[config.mk]
export PLATFORM = sky130hd
export DESIGN_NAME = v4_pulse_generator
export DESIGN_NICKNAME = d
export VERILOG_FILES = /design/src/rtl/v4_pulse_generator.sv
export SDC_FILE = /design/constraint.sdc
export NUM_CORES = 1
export LEC_CHECK = 0
export ABC_CLOCK_PERIOD_IN_PS = 4950
export CAP_MARGIN = 40
export CORE_MARGIN = 2
export CORE_UTILIZATION = 59
export DETAILED_ROUTE_END_ITERATION = 7
export GPL_TIMING_DRIVEN = 0
export PLACE_DENSITY = 0.9
export SLEW_MARGIN = 10
export SYNTH_ARGS = -nofsm -noshare
export SYNTH_HDL_FRONTEND = slang
export SYNTH_SLANG_ARGS = --single-unit
[constraint.sdc]
create_clock -name clk -period 4.95 [get_ports clk]
set_input_delay 0.495 -clock clk [delete_from_list [all_inputs] [get_ports clk]]
set_output_delay 0.495 -clock clk [all_outputs]
set_load 0.02 [all_outputs]
[src/rtl/v4_pulse_generator.sv]
`default_nettype none
// ============================================================================
// Module   : v4_pulse_generator
// Purpose  : Synthetic ADC pulse source (baseline + linear rise + exponential
//            decay tail), single-shot or periodic with pile-up on the live tail.
//            Optional dither noise: define V4_PULSE_GEN_NOISE_EN.
// Revision : 1.0 - initial release
// ============================================================================
module v4_pulse_generator #(
    parameter int DATA_W      = 12,
    parameter int FRAC_W      = 12,
    parameter int RISE_SHIFT  = 2,
    parameter int DECAY_SHIFT = 5
) (
    input  logic              clk,
    input  logic              reset,
    input  logic              start,
    input  logic              stop,
    input  logic [DATA_W-1:0] amplitude,
    input  logic [DATA_W-1:0] baseline,
    input  logic [15:0]       period,
    output logic              busy,
    output logic              pulse_strobe,
    output logic [DATA_W-1:0] output_data
);

    localparam int ACC_W    = DATA_W + FRAC_W;
    localparam int RISE_LEN = 2 ** RISE_SHIFT;
    localparam int RCNT_W   = RISE_SHIFT + 1;
    localparam int STEP_SH  = FRAC_W - RISE_SHIFT;

    localparam logic [RCNT_W-1:0] c_rise_last  = RCNT_W'(RISE_LEN - 1);
    localparam logic [15:0]       c_min_period = 16'(RISE_LEN + 1);
    localparam logic [ACC_W-1:0]  c_acc_max    = '1;
    localparam logic [DATA_W-1:0] c_data_max   = '1;

    typedef enum logic [1:0] {
        S_IDLE  = 2'd0,
        S_RISE  = 2'd1,
        S_DECAY = 2'd2
    } state_t;

    state_t              r_state;
    state_t              w_state_n;
    logic [ACC_W-1:0]    r_acc;
    logic [ACC_W-1:0]    w_acc_n;
    logic [RCNT_W-1:0]   r_rise_cnt;
    logic [RCNT_W-1:0]   w_rise_cnt_n;
    logic [15:0]         r_period_cnt;
    logic [15:0]         w_period_cnt_n;
    logic [DATA_W-1:0]   r_amp;
    logic [DATA_W-1:0]   r_base;
    logic [15:0]         r_period;
    logic                r_peak;
    logic                w_peak_n;
    logic                w_load;
    logic                r_busy;
    logic                r_strobe;
    logic [DATA_W-1:0]   r_out;
    logic [DATA_W-1:0]   w_out_n;

    logic [ACC_W-1:0]    w_step;
    logic [ACC_W:0]      w_acc_sum;
    logic [ACC_W-1:0]    w_acc_rise;
    logic [ACC_W-1:0]    w_acc_decay;
    logic [DATA_W-1:0]   w_acc_int;
    logic [15:0]         w_period_eff;
    logic                w_period_hit;
    logic [DATA_W-1:0]   w_base_sel;
    logic [DATA_W:0]     w_sum;

    assign w_step       = ACC_W'(r_amp) << STEP_SH;
    assign w_acc_sum    = {1'b0, r_acc} + {1'b0, w_step};
    // Pile-up can push the accumulator past full scale; clamp instead of wrapping.
    assign w_acc_rise   = w_acc_sum[ACC_W] ? c_acc_max : w_acc_sum[ACC_W-1:0];
    assign w_acc_decay  = r_acc - (r_acc >> DECAY_SHIFT);
    assign w_acc_int    = r_acc[ACC_W-1:FRAC_W];
    assign w_period_eff = (r_period < c_min_period) ? c_min_period : r_period;
    assign w_period_hit = (r_period_cnt == (w_period_eff - 16'd1));

    always_comb begin
        w_state_n      = r_state;
        w_acc_n        = r_acc;
        w_rise_cnt_n   = r_rise_cnt;
        w_period_cnt_n = r_period_cnt;
        w_load         = 1'b0;
        w_peak_n       = 1'b0;
        case (r_state)
            S_IDLE: begin
                w_acc_n        = '0;
                w_rise_cnt_n   = '0;
                w_period_cnt_n = '0;
                if (start && !stop) begin
                    w_state_n = S_RISE;
                    w_load    = 1'b1;
                end
            end
            S_RISE: begin
                w_acc_n        = w_acc_rise;
                w_period_cnt_n = r_period_cnt + 16'd1;
                w_rise_cnt_n   = r_rise_cnt + RCNT_W'(1);
                if (r_rise_cnt == c_rise_last) begin
                    w_state_n    = S_DECAY;
                    w_rise_cnt_n = '0;
                    w_peak_n     = 1'b1;
                end
            end
            S_DECAY: begin
                w_acc_n        = w_acc_decay;
                w_period_cnt_n = r_period_cnt + 16'd1;
                if (r_period == 16'd0) begin
                    if (w_acc_int == '0) begin
                        w_state_n = S_IDLE;
                        w_acc_n   = '0;
                    end
                end else if (w_period_hit) begin
                    // Retrigger on top of the live tail: acc is kept.
                    w_state_n      = S_RISE;
                    w_period_cnt_n = '0;
                    w_rise_cnt_n   = '0;
                end
            end
            default: begin
                w_state_n = S_IDLE;
                w_acc_n   = '0;
            end
        endcase
        if (stop && (r_state != S_IDLE)) begin
            w_state_n      = S_IDLE;
            w_acc_n        = '0;
            w_rise_cnt_n   = '0;
            w_period_cnt_n = '0;
            w_peak_n       = 1'b0;
        end
    end

    // In IDLE the live baseline feeds the output so pedestal changes show at once.
    assign w_base_sel = (r_state == S_IDLE) ? baseline : r_base;
    assign w_sum      = {1'b0, w_base_sel} + {1'b0, w_acc_int};

`ifdef V4_PULSE_GEN_NOISE_EN
    logic [15:0]       r_lfsr;
    logic              w_lfsr_fb;
    logic [DATA_W+2:0] w_noisy;

    assign w_lfsr_fb = r_lfsr[15] ^ r_lfsr[13] ^ r_lfsr[12] ^ r_lfsr[10];
    assign w_noisy   = {2'b00, w_sum} + {{DATA_W{r_lfsr[2]}}, r_lfsr[2:0]};

    always_ff @(posedge clk) begin
        if (reset) begin
            r_lfsr <= 16'hACE1;
        end else begin
            r_lfsr <= {r_lfsr[14:0], w_lfsr_fb};
        end
    end

    always_comb begin
        if (w_noisy[DATA_W+2]) begin
            w_out_n = '0;
        end else if (w_noisy[DATA_W+1:DATA_W] != 2'b00) begin
            w_out_n = c_data_max;
        end else begin
            w_out_n = w_noisy[DATA_W-1:0];
        end
    end
`else
    assign w_out_n = w_sum[DATA_W] ? c_data_max : w_sum[DATA_W-1:0];
`endif

    always_ff @(posedge clk) begin
        if (reset) begin
            r_state      <= S_IDLE;
            r_acc        <= '0;
            r_rise_cnt   <= '0;
            r_period_cnt <= '0;
            r_amp        <= '0;
            r_base       <= '0;
            r_period     <= '0;
            r_peak       <= 1'b0;
            r_busy       <= 1'b0;
            r_strobe     <= 1'b0;
            r_out        <= '0;
        end else begin
            r_state      <= w_state_n;
            r_acc        <= w_acc_n;
            r_rise_cnt   <= w_rise_cnt_n;
            r_period_cnt <= w_period_cnt_n;
            r_peak       <= w_peak_n;
            r_strobe     <= r_peak;
            r_busy       <= (r_state != S_IDLE) && (w_state_n != S_IDLE);
            r_out        <= w_out_n;
            if (r_state == S_IDLE) begin
                r_base <= baseline;
            end
            if (w_load) begin
                r_amp    <= amplitude;
                r_period <= period;
            end
        end
    end

    assign busy         = r_busy;
    assign pulse_strobe = r_strobe;
    assign output_data  = r_out;

endmodule
`default_nettype wire

==> summary.md, run 1 <==
| Metric | Value |
|---|---|
| Worst setup EP type | register |
| Row cnt | 38 |
| CTS buffer count | 9 |
| DRT Pass-1 Iters | 5 |
| First-pass GRT wire length | roughly 27,000 um |
| DRC Markers | 0 |
| Reg clk slew, reported paths | between 0.1 and 0.15 ns |
| Worst clock skew | between 0.01 and 0.015 ns |
| EDFF count, synth | 0 |
| Share of post-route cells with drive strength above 1 | 4.63% |
| Pin count of the biggest net entering global routing | 21 |
| Drt via density | 6.05 |
| Vias in the first global route | 5,840 |
| M1 WL | roughly 7500 um |
| TNS Setup | 0 ns |
| Total grt overflow | 0 |
| Worst path required time | between 5 and 6 ns |
| Leak | 0.00298 uW |
| Post-CTS Setup Repair Bufs | 0 |
| Antenna-violating nets left | 0 |
| Final setup violating endpoints | 0 |
| Crit path from | r_period[4] |
| Die W | approximately 110 um |
| Met2 wire len | 8020 um |
| Max transition margin | 50.9% |
| CP Data Arrival Time | 4.95 ns |
| Setup CP Type | register to register |
| Synth Net Count | 933 |
| FF-to-FF End | r_period_cnt[7] |
| Asr flop ratio synth | 0% |
| Tot Pwr | 1710 uW |
| Diode count | 0 |
| Mapped Avg Cell Area | 7.92 sq um |
| CP endpoint | r_period_cnt[7] |
| Total Wirelength | 17,000 um |
| RSZ-0062 raised after global routing | false |
| Initial core utilization | between 60% and 70% |
| CTS tree | done |
| RR Startpoint | r_period[4] |
| CP Max Fanout | 10 |
| Final instance area | approximately 0.0075 sq mm |
| Distinct cell type count after synthesis | 68 |
| Sequential share of the synthesized area | 30.3% |
| Clk buf depth | 2 |
| Final worst path period need | between 4 and 5 ns |
| Startpoint Class | register |
| Core Box Area | 0.0109 sq mm |
| # clock sinks | 100 |
| Die ar. | 0.0121 sq mm |
| Achievable Freq | roughly 0.21 GHz |
| Share of the clock period used by the worst path | 94.4% |
| Average wire per standard cell | 16.2 um |
| DIE HEIGHT | 110 um |
| Maximum vdd drop | 0.000213 V |
| Detail Placement HPWL | 12,700 um |
| Syn-to-layout area delta | 14.2% |
| Pins over their slew limit | 0 |
| Util after Layout | between 60% and 70% |
| DR vias | 6,335 |
| DP Area | 0.00735 sq mm |
| Worst skew pair latency | 0.40 ns |
| RePlAce Congestion | around 0.98 |
| Status | completed |
| Htree depth | 3 |
| Inst Count DP | 1,031 |
| Hold crit path type | register to register |
| FF-to-FF path depth | 17 |
| Fillers | 865 |
| Reg2reg setup slack | about 0.28 ns |
| Fin. Hold Viols | 0 |
| Port buffer count | 56 |
| Area of the multi-input gates | 0.00427 sq mm |
| Fin cells | 1,047 |
| Power per cell area | 226 mW/mm^2 |
| Tightest Pin Transition | 0.730 ns |
| Nets | 1,000 |
| Top sig layer | met4 |
| Cts hold-fix bufs | 0 |
| Root buf cell | clkbuf_8 |
| Post-cts resize count | 0 |
| Predominant post-synthesis flop cell | dfxtp_1 |
| Yosys reg bits | 100 |
| Ys Warns | 0 |
| Iteration-0 DRC Markers | 394 |
| Routed length on met3 | 917 um |
| Initial antenna violation count | 0 |
| Post-Syn Instances | between 800 and 900 |
| GRT Total Usage | 29.1% |
| Io pins | 58 |
| Post-Syn Area | 0.00661 sq mm |
| Maxcap violations | 0 |
| Register area | 0.00200 sq mm |
cells by family (layout without fill, tap and decap cells):
family          Yosys count  in the layout  share of synthesized area, %
simple gates            288            288                          21.7
compound gates          233            233                          22.3
flops                   100            100                          30.3
buf+inv                  89            161                          5.13
fa+ha+maj                54             54                          10.6
xor+xnor                 52             52                          6.89
mux                      19             19                          3.08
final cells by class:
| cell class | instances | area share (%) |
|---|---|---|
| tap | 140 | 2.32 |
| inverter | 48 | 2.39 |
| timing repair buffer | 56 | 7.43 |
| multi-input combinational | 646 | 56.6 |
| clock buffer | 9 | 1.64 |
| sequential | 100 | 26.5 |
| clock inverter | 7 | 1.01 |
| buffer | 41 | 2.11 |
state kept, by name, indices dropped and copies added (netlist names):
signal,flops
r_acc,24
r_state,2
r_rise_cnt,3
r_peak,1
busy,1
output_data,12
pulse_strobe,1
r_base,12
r_period_cnt,16
r_period,16
r_amp,12
worst min path at each step:
stage                         to  cells after the start  startpoint  slack [ns]
finish              pulse_strobe                      1      r_peak        0.45
global route        pulse_strobe                      1      r_peak        0.47
CTS                 pulse_strobe                      1      r_peak        0.45
detailed placement  pulse_strobe                      1      r_peak        0.43
global placement    pulse_strobe                      1      r_peak        0.42
floorplan           pulse_strobe                      1      r_peak        0.41
layer usage:
layer	GRT usage, %	vias up
li1	-	3121
met5	0	-
met4	12.3	0
met1	37.2	2967
met2	48.5	208
met3	4.45	39
cells in the final DEF, fill, tap and decap left out, types with 7 or more instances in the layout:
cell type	synthesis	routed
nor3_1	23	23
a21o_1	14	14
clkbuf_8	0	9
o21a_1	10	10
nand2_1	90	90
nor4_1	8	8
and3_1	14	14
nand4_1	7	7
or3_1	11	11
xnor2_1	35	35
a31oi_1	8	8
o21ai_0	49	49
mux2_2	11	11
xor2_1	17	17
a21oi_1	83	83
a221oi_1	12	12
nor2b_1	23	23
nand3_1	22	22
dfxtp_1	100	100
clkdlybuf4s50_1	0	56
o21ai_1	7	7
nand2b_1	9	9
mux2i_1	8	8
ha_1	51	51
clkbuf_1	35	35
nor2_1	52	52
inv_1	47	47
worst max-delay path: stages, from the launching register on:
cell	delay, ns
dfxtp_1	0.31
buf_2	0.16
or4_1	0.51
buf_2	0.19
and4bb_2	0.41
nand2_1	0.07
nand2_1	0.07
ha_1	0.20
or4b_1	0.54
nor2_1	0.16
a21oi_1	0.08
a2111oi_0	0.47
nand4_1	0.24
a2111oi_4	0.44
o31ai_1	0.21
buf_2	0.23
a21oi_1	0.16
o22ai_1	0.10
through the flow:
| step | hold slack [ns] | setup WS (ns) |
|---|---|---|
| final | 0.448 | 0.279 |
| after floorplan | 0.414 | 0.985 |
| after global routing | 0.475 | 0.0169 |
| after global placement | 0.420 | 0.414 |
| after CTS | 0.454 | 0.290 |
| after detailed placement | 0.428 | 0.329 |
power breakdown:
part / switching (uW) / internal (uW) / leakage (uW) / total, uW
clock: 339 / 202 / 0.000103 / 542
sequential: 17.6 / 831 / 0.000815 / 849
combinational: 173 / 143 / 0.00206 / 316
cell usage after synthesis (all sizes together) (3+ instances only):
| library cell | number | area [sq um] |
|---|---|---|
| clkbuf | 35 | 131 |
| a21oi | 83 | 415 |
| buf | 6 | 27.5 |
| nor3 | 23 | 115 |
| nand2 | 90 | 338 |
| xor2 | 17 | 149 |
| a311oi | 3 | 26.3 |
| inv | 47 | 176 |
| nand3 | 22 | 110 |
| a21o | 14 | 105 |
| o31ai | 6 | 45.0 |
| and2 | 6 | 37.5 |
| nand4b | 3 | 26.3 |
| a2111oi | 5 | 75.1 |
| a31oi | 8 | 50.1 |
| or4 | 5 | 41.3 |
| nor4 | 8 | 50.1 |
| dfxtp | 100 | 2000 |
| nand2b | 9 | 56.3 |
| o21ai | 56 | 280 |
| o21bai | 5 | 37.5 |
| o22ai | 5 | 31.3 |
| nor2 | 53 | 201 |
| fa | 3 | 60.1 |
| mux2 | 11 | 124 |
| o21a | 10 | 75.1 |
| nor2b | 23 | 144 |
| ha | 51 | 638 |
| or3 | 11 | 68.8 |
| or2 | 3 | 18.8 |
| xnor2 | 35 | 307 |
| a221oi | 12 | 105 |
| and3 | 14 | 87.6 |
| nand4 | 7 | 43.8 |
| mux2i | 8 | 80.1 |
| a21boi | 3 | 22.5 |
| a211oi | 4 | 30.0 |
| o2111ai | 3 | 32.5 |
(Power assumes the default switching activity.)
==> run 2, diff against run 1 <==
--- a/config.mk
+++ b/config.mk
@@ -5,7 +5,7 @@
 export SDC_FILE = /design/constraint.sdc
 export NUM_CORES = 1
 export LEC_CHECK = 0
-export ABC_CLOCK_PERIOD_IN_PS = 4950
+export ABC_CLOCK_PERIOD_IN_PS = 5300
 export CAP_MARGIN = 40
 export CORE_MARGIN = 2
 export CORE_UTILIZATION = 59
==> constraint.sdc (replaced) <==
create_clock -name clk -period 5.3 [get_ports clk]
set_input_delay 0.53 -clock clk [delete_from_list [all_inputs] [get_ports clk]]
set_output_delay 0.53 -clock clk [all_outputs]
set_load 0.02 [all_outputs]
==> run 2 against run 1 <==
  * Maximum frequency is 1.6% lower
  * Critical path type unchanged
  * Clock power shrank 6.6%
  * Largest power group unchanged
  * Critical path depth unchanged
  * Non-clock buffer count did not move
==> summary.md, run 2 (synthesized netlist as in run 1, its figures left out) <==
| Metric | Value |
|---|---|
| Diode count | 0 |
| RR Startpoint | r_period[4] |
| Reg clk slew, reported paths | 0.11 ns |
| Pins over their slew limit | 0 |
| Total grt overflow | 0 |
| Worst Hold Depth | 1 |
| Die W | 110 um |
| Power per cell area | 211 mW/mm^2 |
| Tot Pwr | 1590 uW |
| Clock power share | 31.8% |
| Worst setup EP type | register |
| Post-CTS Setup Repair Bufs | 0 |
| Biggest register | r_acc |
| Syn-to-layout area delta | 14.2% |
| Root buf cell | clkbuf_8 |
| Register area | 0.00200 sq mm |
| Switch share | 31.0% |
| CTS tree | done |
| Max reg flops | 24 |
| Share of post-route cells with drive strength above 1 | 4.63% |
| Startpoint of the worst hold path | r_peak |
| Drt via density | 6.06 |
| Max transition margin | 49.9% |
| Fillers | 865 |
| Post-cts resize count | 0 |
| Hold Path End | pulse_strobe |
| Final setup violating endpoints | 0 |
| GRT Total Usage | 29.1% |
| Util after Layout | 69.3% |
| First-pass GRT wire length | 27,400 um |
| FF-to-FF path depth | 17 |
| Pre-CTS WS | slightly below 0.7 ns |
| RSZ-0062 raised after global routing | false |
| Internal power | around 1100 uW |
| Initial core utilization | between 60% and 70% |
| Total Wirelength | around 17,000 um |
| Most common cell after layout, fill and taps aside | dfxtp_1 |
| Tightest Pin Transition | 0.742 ns |
| Achievable Freq | 0.211 GHz |
| CTS buffer count | 9 |
| Antenna-violating nets left | 0 |
| Maximum vdd drop | 0.000199 V |
| Core Box Area | about 0.011 sq mm |
| Port buffer count | 56 |
| Setup WS post-layout | 0.552 ns |
| Inst Count DP | approximately 1,000 |
| Die ar. | 0.0121 sq mm |
| Final worst path period need | around 4.7 ns |
| Vias in the first global route | 5,840 |
| Hold crit path type | register to register |
| RePlAce Congestion | 0.983 |
| Htree depth | 3 |
| Worst path required time | approximately 5.6 ns |
| Average wire per standard cell | 16.2 um |
| Status | completed |
| Worst clock skew | 0.0109 ns |
| Nets | 1,000 |
| DR vias | 6,344 |
| Fin. Hold Viols | 0 |
| Startpoint Class | register |
| Row cnt | 38 |
| DRT Pass-1 Iters | 5 |
| Reg2reg setup slack | 0.55 ns |
| Switch Pwr | a little under 500 uW |
| Area of the multi-input gates | 0.00427 sq mm |
| Fin cells | 1,047 |
| FF-to-FF End | r_period_cnt[7] |
| Iteration-0 DRC Markers | 395 |
| Io pins | 58 |
| Clk buf depth | 2 |
| Maxcap violations | 0 |
| Share of the clock period used by the worst path | between 80% and 90% |
| Combinational power share | 18.5% |
| Worst skew pair latency | 0.40 ns |
| TNS Setup | 0 ns |
| Flop pwr share | 49.8% |
| # clock sinks | 100 |
| Setup CP Type | register to register |
| Cts hold-fix bufs | 0 |
| DIE HEIGHT | 110 um |
| Pin count of the biggest net entering global routing | 21 |
| Detail Placement HPWL | 12,700 um |
| Commonest non-fill, non-tap cells in the layout | dfxtp_1, nand2_1, a21oi_1 |
| Top flop regs | r_acc: 24 flops, r_period: 16 flops, r_period_cnt: 16 flops |
| DRC Markers | 0 |
| Initial antenna violation count | 0 |
| CP Data Arrival Time | around 5.0 ns |
| Leak | a little under 0.003 uW |
| CP Max Fanout | 10 |
run 2: power by group through the flow:
stage	Sequential (uW)	Clock (uW)	Combinational (uW)
floorplan	813	0	188
finish	793	506	295
global route	795	541	325
global placement	808	0	283
detailed placement	809	0	289
CTS	792	513	292
run 2: layer usage:
| metal | share of wire, % | vias up | GRT usage [%] |
|---|---|---|---|
| li1 | - | 3124 | - |
| met5 | 0 | - | 0 |
| met4 | 2.9 | 0 | 12.3 |
| met2 | 47 | 219 | 48.5 |
| met1 | 44 | 2966 | 37.2 |
| met3 | 5.8 | 35 | 4.45 |
run 2: layout make-up:
type / count / area share (%)
multi-input cells: 646 / 56.6
flip-flops and latches: 100 / 26.5
repair buffers: 56 / 7.43
inverters: 48 / 2.39
well taps: 140 / 2.32
plain buffers: 41 / 2.11
clock buffers: 9 / 1.64
clock inverters: 7 / 1.01
run 2: how the worst max path moves through the flow:
stage / startpoint / end / slack (ns) / cells after the start
2_1_floorplan: r_period[4] / r_period_cnt[10] / 1.34 / 17
3_3_place_gp: r_period[4] / r_period_cnt[7] / 0.76 / 17
3_5_place_dp: r_period[4] / r_period_cnt[6] / 0.68 / 17
4_1_cts: r_period[4] / r_period_cnt[6] / 0.64 / 17
5_1_grt: r_period[4] / r_period_cnt[10] / 0.28 / 17
6_report: r_period[4] / r_period_cnt[7] / 0.55 / 17
run 2: stage by stage:
step / instance area (sq um) / hold WS (ns)
3_3_place_gp: 7350 / 0.420
4_1_cts: 7550 / 0.454
6_report: 7550 / 0.448
5_1_grt: 7550 / 0.475
3_5_place_dp: 7350 / 0.428
2_1_floorplan: 6610 / 0.414
run 2: worst max-delay path, stage by stage (launching register included):
cell	delay [ns]
dfxtp_1	0.31
buf_2	0.16
or4_1	0.51
buf_2	0.19
and4bb_2	0.41
nand2_1	0.07
nand2_1	0.07
ha_1	0.20
or4b_1	0.54
nor2_1	0.16
a21oi_1	0.08
a2111oi_0	0.48
nand4_1	0.23
a2111oi_4	0.52
o31ai_1	0.22
buf_2	0.23
a21oi_1	0.15
o22ai_1	0.10
==> run 3, diff against run 2 <==
--- a/config.mk
+++ b/config.mk
@@ -8,10 +8,10 @@
 export ABC_CLOCK_PERIOD_IN_PS = 5300
 export CAP_MARGIN = 40
 export CORE_MARGIN = 2
-export CORE_UTILIZATION = 59
+export CORE_UTILIZATION = 55
 export DETAILED_ROUTE_END_ITERATION = 7
 export GPL_TIMING_DRIVEN = 0
-export PLACE_DENSITY = 0.9
+export PLACE_DENSITY = 0.86
 export SLEW_MARGIN = 10
 export SYNTH_ARGS = -nofsm -noshare
 export SYNTH_HDL_FRONTEND = slang
==> run 3 against run 2 <==
  * Global-route usage shrank 2.5 points
  * Largest power group unchanged
  * Clock power grew 31%
  * Maximum frequency is 2.2% lower
  * Critical endpoint unchanged
==> summary.md, run 3 (synthesized netlist as in run 1, its figures left out) <==
| Metric | Value |
|---|---|
| Status | completed |
| RSZ-0062 raised after global routing | false |
| Syn-to-layout area delta | 15.7% |
| CP max stage cell | a2111oi_4 |
| Most common cell after layout, fill and taps aside | dfxtp_1 |
| Most frequent CP cell | buf_2 |
| Biggest register | r_acc |
| Worst skew pair latency | 0.36 ns |
| Commonest non-fill, non-tap cells in the layout | dfxtp_1, nand2_1, a21oi_1 |
| Met2 usage | between 40% and 50% |
| Worst setup EP type | register |
| Power per cell area | 229 mW/mm^2 |
| Worst clock skew | 0.0102 ns |
| Nets | 1,000 |
| Max reg flops | 24 |
| Leak | 0.00302 uW |
| Worst path required time | roughly 5.5 ns |
| Share of the clock period used by the worst path | 91.6% |
| Area of the multi-input gates | 0.00427 sq mm |
| Final setup violating endpoints | 0 |
| CTS tree | done |
| Worst Hold Depth | 2 |
| TNS Setup | 0 ns |
| DP Area | 0.00736 sq mm |
| DR vias | between 6,000 and 7,000 |
| Core Box Area | 0.0119 sq mm |
| Die ar. | 0.0129 sq mm |
| Total grt overflow | 0 |
| RePlAce Congestion | around 0.94 |
| Die W | 114 um |
| Htree depth | 3 |
| Fin. Hold Viols | 0 |
| Average wire per standard cell | 16.1 um |
| DRC Markers | 0 |
| GRT Total Usage | 26.5% |
| Maximum vdd drop | between 0.0002 and 0.00025 V |
| Pin count of the biggest net entering global routing | 20 |
| Max transition margin | 47.3% |
| Initial antenna violation count | 0 |
| Pins over their slew limit | 0 |
| Met3 Usage GRT | 5.47% |
| Antenna-violating nets left | 0 |
| Tightest Pin Transition | 0.785 ns |
| Port buffer count | 56 |
| Iteration-0 DRC Markers | 416 |
| DIE HEIGHT | approximately 110 um |
| Total Wirelength | approximately 17,000 um |
| FF-to-FF path depth | 17 |
| CP Max Fanout | 10 |
| Clk buf depth | 2 |
| DRT Pass-1 Iters | 5 |
| Achievable Freq | about 0.21 GHz |
| Post-cts resize count | 0 |
| Fillers | 995 |
| Final worst path period need | between 4 and 5 ns |
| Maxcap violations | 0 |
| Row cnt | 40 |
| Reg clk slew, reported paths | 0.08 ns |
| CP Data Arrival Time | roughly 5 ns |
| Cts hold-fix bufs | 0 |
| Util after Layout | between 60% and 70% |
| Vias in the first global route | 5,954 |
| Io pins | 58 |
| CTS buffer count | 9 |
| GR Util met1 | 33.3% |
| Top flop regs | r_acc: 24 flops, r_period: 16 flops, r_period_cnt: 16 flops |
| Share of post-route cells with drive strength above 1 | 4.63% |
| Initial core utilization | 55.7% |
| Startpoint Class | register |
| Register area | roughly 0.0020 sq mm |
| Setup CP Type | register to register |
| Root buf cell | clkbuf_16 |
| Max stage delay on crit path | approximately 0.56 ns |
| # clock sinks | 100 |
| Crit path cell chain | buf_2 > or4_1 > buf_2 > and4bb_2 > nand2_1 > nand2_1 > ha_1 > or4b_1 > nor2_1 > a21oi_1 > a2111oi_0 > nand4_1 > a2111oi_4 > o31ai_1 > buf_2 > a21oi_1 > o22ai_1 |
| Diode count | 0 |
| Final instance area | between 0.007 and 0.008 sq mm |
| Detail Placement HPWL | 12,500 um |
| Hold crit path type | register to register |
| Drt via density | 6.01 |
| Layer with the highest usage | met2 |
| Post-CTS Setup Repair Bufs | 0 |
| First-pass GRT wire length | 27,700 um |
-- run 3: changes by cell type in the layout (fill, tap and decap cells not counted) --
cell,delta
clkbuf_16,+9
clkbuf_8,-9
inv_6,-1
clkinvlp_4,+2
clkinv_8,-1
-- run 3: cell type report --
cell class	count	share of cell area, %
well taps	147	2.40
multi-input cells	646	55.8
inverters	48	2.36
clock inverters	7	0.867
clock buffers	9	2.94
flip-flops and latches	100	26.2
repair buffers	56	7.33
plain buffers	41	2.08
-- run 3: metrics by stage --
stage | hold WS, ns | power (uW) | worst slack (ns) | cells
global placement | 0.436 | 1090 | 0.635 | 1038
CTS | 0.456 | 1750 | 0.552 | 1054
finish | 0.458 | 1750 | 0.443 | 1054
detailed placement | 0.443 | 1100 | 0.611 | 1038
global route | 0.467 | 1820 | 0.165 | 1054
floorplan | 0.414 | 1000 | 1.34 | 835
-- run 3: worst paths after layout --
| path | slack [ns] | startpoint | end |
|---|---|---|---|
| hold reg to reg | 0.46 | r_rise_cnt[2] | r_rise_cnt[2] |
| hold / removal | 0.46 | r_rise_cnt[2] | r_rise_cnt[2] |
| setup reg to reg | 0.44 | r_period[4] | r_period_cnt[7] |
| setup / recovery | 0.44 | r_period[4] | r_period_cnt[7] |
-- run 3: power by group --
part	internal, uW	switching, uW
combinational	133	163
sequential	776	17.3
clock	331	330
total	1240	510
-- run 3: critical path: cells and delay by family, from the launching register on --
kind	cells	cell delay [ns]
compound gates	6	1.65
fa+ha+maj	1	0.20
simple gates	7	2.01
flops	1	0.30
buf+inv	3	0.59
-- run 3: metal layers --
layer  wire, um  vias up
li1           -     3114
met1       7350     2992
met2       8190      196
met3        990       35
met4        467        0
met5          0        -
==> patch 1, RTL diff (config.mk and constraints of run 2) <==
Encoding of `state_t`: now one-hot (3 bits for 3 states).
--- a/src/rtl/v4_pulse_generator.sv
+++ b/src/rtl/v4_pulse_generator.sv
@@ -34,10 +34,10 @@
     localparam logic [ACC_W-1:0]  c_acc_max    = '1;
     localparam logic [DATA_W-1:0] c_data_max   = '1;
 
-    typedef enum logic [1:0] {
-        S_IDLE  = 2'd0,
-        S_RISE  = 2'd1,
-        S_DECAY = 2'd2
+    typedef enum logic [2:0] {
+        S_IDLE  = 3'b001,
+        S_RISE  = 3'b010,
+        S_DECAY = 3'b100
     } state_t;
 
     state_t              r_state;
Formal check against the unedited RTL: same outputs for any inputs over 4 cycles, from zero or initial values and one cycle with reset high; so few cycles prove little.
==> patch 1 against run 2 <==
- final area fell by 0.33%
- sequential cell count rose by 1
- synthesized area fell by 0.93%
- sequential power rose by 3.2%
- via count rose by 0.61%
- non-clock buffer count fell by 5
- total power rose by 15%
- clock skew fell by 1.2 ps
- routed wire length rose by 1.5%
- worst setup slack improved by 140 ps
- highest routed layer unchanged
==> patch 1: results (changes against run 2) <==
via count 6383 (was 6344); multi-input gate count 676 (was 646); relative slew slack 0.4291 (was 0.4986); wire length after detailed routing 17.25 mm (was 16.99 mm); fraction of layout instances using a drive strength above 1 0.03579 (was 0.04631); Routed met2 length 7.568 mm (was 8.058 mm); vias per std cell 6.010 (was 6.059); complex-gate fraction of the synthesized area 0.2185 (was 0.2235); worst hold path startpoint r_rise_cnt[2]$_SDFFE_PP0P_ (was r_peak$_SDFF_PP0_); Leakage Power 2.891 nW (was 2.980 nW); flip-flop and latch share of the layout cell area 0.2688 (was 0.2652); met2 GRT Util 0.4612 (was 0.4851); multiplexer share of the synthesized area 0.004775 (was 0.03084); portion of the layout cell area used by clock cells 0.02944 (was 0.02652); wire length on met3 1.325 mm (was 980 um); non-clock inverter total of the final layout 38 (was 48); Buffers excl. clock 92 (was 97); CP Data Arrival Time 4910 ps (was 5030 ps); number of DRC markers in iteration 0 507 (was 395); adder-cell share of the synthesized area 0.09702 (was 0.1056); pin count of the biggest net entering global routing 17 (was 21); global routing usage summed across all routing layers 0.2992 (was 0.2906); GR met3 Demand/Resource 0.04979 (was 0.04446); GRT met1 Usage 0.4231 (was 0.3721); cell types occupying the most area after synthesis dfxtp_1 (31%), ha_1 (8.8%), nand2_1 (7.7%) (was dfxtp_1 (30%), ha_1 (9.6%), a21oi_1 (6.3%)); Nets 1011 (was 1000); run status completed (unchanged); Hold Path Stages 2 (was 1); power attributed to the clock group 0.566 mW (was 0.506 mW); sequential cell fraction of total power 0.446 (was 0.498); top cells by instance count after synthesis nand2_1 (135), dfxtp_1 (101), a21oi_1 (86), nor2_1 (67), o21ai_0 (58) (was dfxtp_1 (100), nand2_1 (90), a21oi_1 (83), nor2_1 (52), ha_1 (51)); Num Clock Sinks 101 (was 100); Cell variety after synth 67 (was 68); register area share after synthesis 0.3086 (was 0.3027); capture point of the critical path r_period_cnt[10]$_SDFFE_PP0P_ (was r_period_cnt[7]$_SDFFE_PP0P_); via count of the first global-routing pass 5699 (was 5840); slack of the worst reg-to-reg path 690 ps (was 550 ps); area occupied by multi-input gates 4242 sq um (was 4272 sq um); post-detailed-placement half-perimeter wirelength 12.58 mm (was 12.67 mm); Hold Path Sink r_rise_cnt[2]$_SDFFE_PP0P_ (was pulse_strobe$_SDFF_PP0_); area share of buffers outside the clock network 0.09579 (was 0.09531); share of the synthesized netlist area taken by xor and xnor gates 0.08155 (was 0.06887); worst-case clock skew 9.776 ps (was 10.95 ps)
-- patch 1: changes by cell type after synthesis, sizes merged, moves of 6 or more --
cell,run 2,this run
mux2,11,1
mux2i,8,2
xnor2,35,29
xor2,17,32
nor3,23,17
inv,47,38
nor2,53,67
nand2,90,135
a221oi,12,1
a21o,14,7
-- patch 1: stage by stage --
| step | util | setup WS, ps | cell area (sq um) |
|---|---|---|---|
| final | 0.6940 | 686.9 | 7523 |
| after global routing | 0.6940 | 482.9 | 7523 |
| after CTS | 0.6940 | 794.1 | 7523 |
| after detailed placement | 0.6736 | 836.9 | 7302 |
| after global placement | 0.6731 | 826.1 | 7297 |
| after floorplan | - | 1543 | 6551 |
-- patch 1: worst max-delay path: stages, from the launching register on --
cell and delay (ps):
dfxtp_1 410, nor4_1 770, nand4_1 450, o31ai_1 320
ha_1 240, or3b_2 540, or3_1 400, or3_1 340
o22ai_1 260, nand4_2 180, o211ai_4 330, buf_6 200
nor2_1 60
==> patch 2, RTL diff (settings of run 2) <==
Made on the original files. The parameter `RISE_SHIFT` goes from 2 to 4.
--- a/src/rtl/v4_pulse_generator.sv
+++ b/src/rtl/v4_pulse_generator.sv
@@ -9,7 +9,7 @@
 module v4_pulse_generator #(
     parameter int DATA_W      = 12,
     parameter int FRAC_W      = 12,
-    parameter int RISE_SHIFT  = 2,
+    parameter int RISE_SHIFT  = 4,
     parameter int DECAY_SHIFT = 5
 ) (
     input  logic              clk,
Behaviour: not the same (Yosys sat finds a counterexample within 4 cycles, from zero or initial values and one cycle with reset high).
==> patch 2 against run 2 <==
- clock skew rose by 7.8 ps
- combinational power is 2% higher
- total power is 1.0% higher
- via count is 0.13% higher
- synthesized area fell by 0.45%
- sequential cell count is 2 higher
- worst setup slack got worse by 110 ps
- routed wire length shrank 0.16%
- synthesized cell count fell by 0.60%
- final area is 0.40% lower
- critical path depth increased by 1
- hold slack lost 1.3 ps
==> patch 2: results (changes against run 2) <==
run status completed (unchanged); synth warn 0 (unchanged); nets in the synthesized netlist 928 (was 933); via count of the first global-routing pass 5913 (was 5840); class of the tightest hold or removal check flip-flop to flip-flop (unchanged); Remaining Overflow, GRT 0 (unchanged); number of DRC markers in iteration 0 543 (was 395); Clk Latency, worst-skew pair 400 ps (about the same); CP Data Arrival Time 5130 ps (was 5030 ps); wire length of the first global-routing pass 27.22 mm (was 27.39 mm); worst-case clock skew 18.76 ps (was 10.95 ps); post-CTS sizing 0 (unchanged); level count of the clock H-tree 3 (unchanged); post-detailed-placement half-perimeter wirelength 12.89 mm (was 12.67 mm); average routed wire per standard cell 16.26 um (was 16.23 um); fraction of registers with async set or reset after synthesis 0 (unchanged); CTS clock-pin slew for the worst setup and hold paths approximately 120 ps; peak fanout along the critical path 10 (unchanged); Cell variety after synth 69 (was 68); Nets 996 (was 1000); buffers inserted by post-CTS timing repair 0 (unchanged); pin count of the biggest net entering global routing 21 (unchanged); # fillers 848 (was 865); antenna cells 0 (unchanged); via count 6352 (was 6344); global routing usage summed across all routing layers 0.2884 (was 0.2906); Worst Tran Pin Value 829.3 ps (was 742.4 ps); antenna violations before repair 0 (unchanged); register area share after synthesis 0.3102 (was 0.3027); fraction of layout instances using a drive strength above 1 0.05648 (was 0.04631); Final GP Congestion 0.9638 (was 0.9830); slack of the worst reg-to-reg path 440 ps (was 550 ps); worst-case vdd ir drop 180.2 uV (was 198.8 uV); Leakage Power 2.985 nW (was 2.980 nW); 1st-pass router iterations 5 (unchanged); Root Buffer clkbuf_8 (unchanged); cell types occupying the most area after synthesis dfxtp_1 (31%), ha_1 (9.7%), a21oi_1 (7.0%) (was dfxtp_1 (30%), ha_1 (9.6%), a21oi_1 (6.3%)); Clock Path Buffers 2 (unchanged); Largest regs r_acc (24), r_period (16), r_period_cnt (16) (unchanged); top cells by instance count after synthesis nand2_1 (105), dfxtp_1 (102), a21oi_1 (92), nor2_1 (52), ha_1 (51) (was dfxtp_1 (100), nand2_1 (90), a21oi_1 (83), nor2_1 (52), ha_1 (51)); CTS Buf Count 9 (unchanged); Buffers on Ports 56 (unchanged)
-- patch 2: changes by cell type after synthesis, sizes merged, moves of 4 or more --
cell / run 2 / this run
a21bo: 0 / 4
a21o: 14 / 20
a21oi: 83 / 92
a221oi: 12 / 1
and2: 6 / 2
and3: 14 / 5
buf: 6 / 10
clkbuf: 35 / 27
mux2i: 8 / 4
nand2: 90 / 105
nand3: 22 / 27
o21ai: 56 / 39
o22ai: 5 / 17
o41ai: 0 / 7
-- patch 2: through the flow --
stage	hold slack, ps	util	std cells	area (sq um)	worst slack [ps]
6_report	446.7	0.6936	1043	7518	443.9
2_1_floorplan	413.8	-	830	6583	1319
4_1_cts	449.2	0.6936	1043	7518	523.9
3_3_place_gp	420.2	0.6751	1026	7318	682.4
5_1_grt	477.9	0.6936	1043	7518	86.41
3_5_place_dp	425.8	0.6756	1027	7323	574.0
-- patch 2: cells by family after synthesis --
| logic type | synth area share |
|---|---|
| and+or+nand+nor | 0.2078 |
| AOI/OAI and AO/OA | 0.2313 |
| DFF | 0.3102 |
| buffers and inverters | 0.05189 |
| adders and majority gates | 0.1061 |
| xor gates and xnor gates | 0.06786 |
| muxes | 0.02490 |
-- patch 2: path summary, 6_finish.rpt --
path,from,endpoint,cells after the start
worst max-delay path,r_state[0]$_SDFF_PP0_,output_data[6]$_SDFF_PP0_,18
worst max register to register,r_state[0]$_SDFF_PP0_,output_data[6]$_SDFF_PP0_,18
worst min-delay path,r_peak$_SDFF_PP0_,pulse_strobe$_SDFF_PP0_,1
worst min register to register,r_peak$_SDFF_PP0_,pulse_strobe$_SDFF_PP0_,1
-- patch 2: where the power goes --
group	internal [mW]	switching, mW
sequential	0.792	0.0147
combinational	0.142	0.161
clock	0.186	0.315
total	1.12	0.491
-- patch 2: layer usage --
layer	GRT usage	wire length [um]	part of all wire	up-vias
li1	-	-	-	3098
met1	0.3551	7296	0.43	3005
met2	0.4929	8212	0.48	211
met3	0.04624	993	0.059	38
met4	0.1320	461	0.027	0
met5	0	0	0	-
-- patch 2: worst max-delay path, cell delays in order (launching register included) --
cell      delay (ps)
dfxtp_1          380
inv_1            100
ha_1             150
clkbuf_1         400
clkbuf_1         630
mux2_2           420
ha_1             200
inv_1             70
fa_1             210
nor2b_1           60
o21ai_0          270
a21oi_1          140
o21ai_0          390
a211oi_1         170
o21ai_0          250
nand2b_1          80
a21oi_1          260
clkbuf_1         410
a21oi_1          140
-- patch 2: layout make-up --
class                   count  area share
clock inverters             7    0.009486
flip-flops and latches    102      0.2716
repair buffers             57     0.07522
well taps                 140     0.02330
plain buffers              37     0.02247
inverters                  46     0.02297
multi-input cells         645      0.5585
clock buffers               9     0.01648
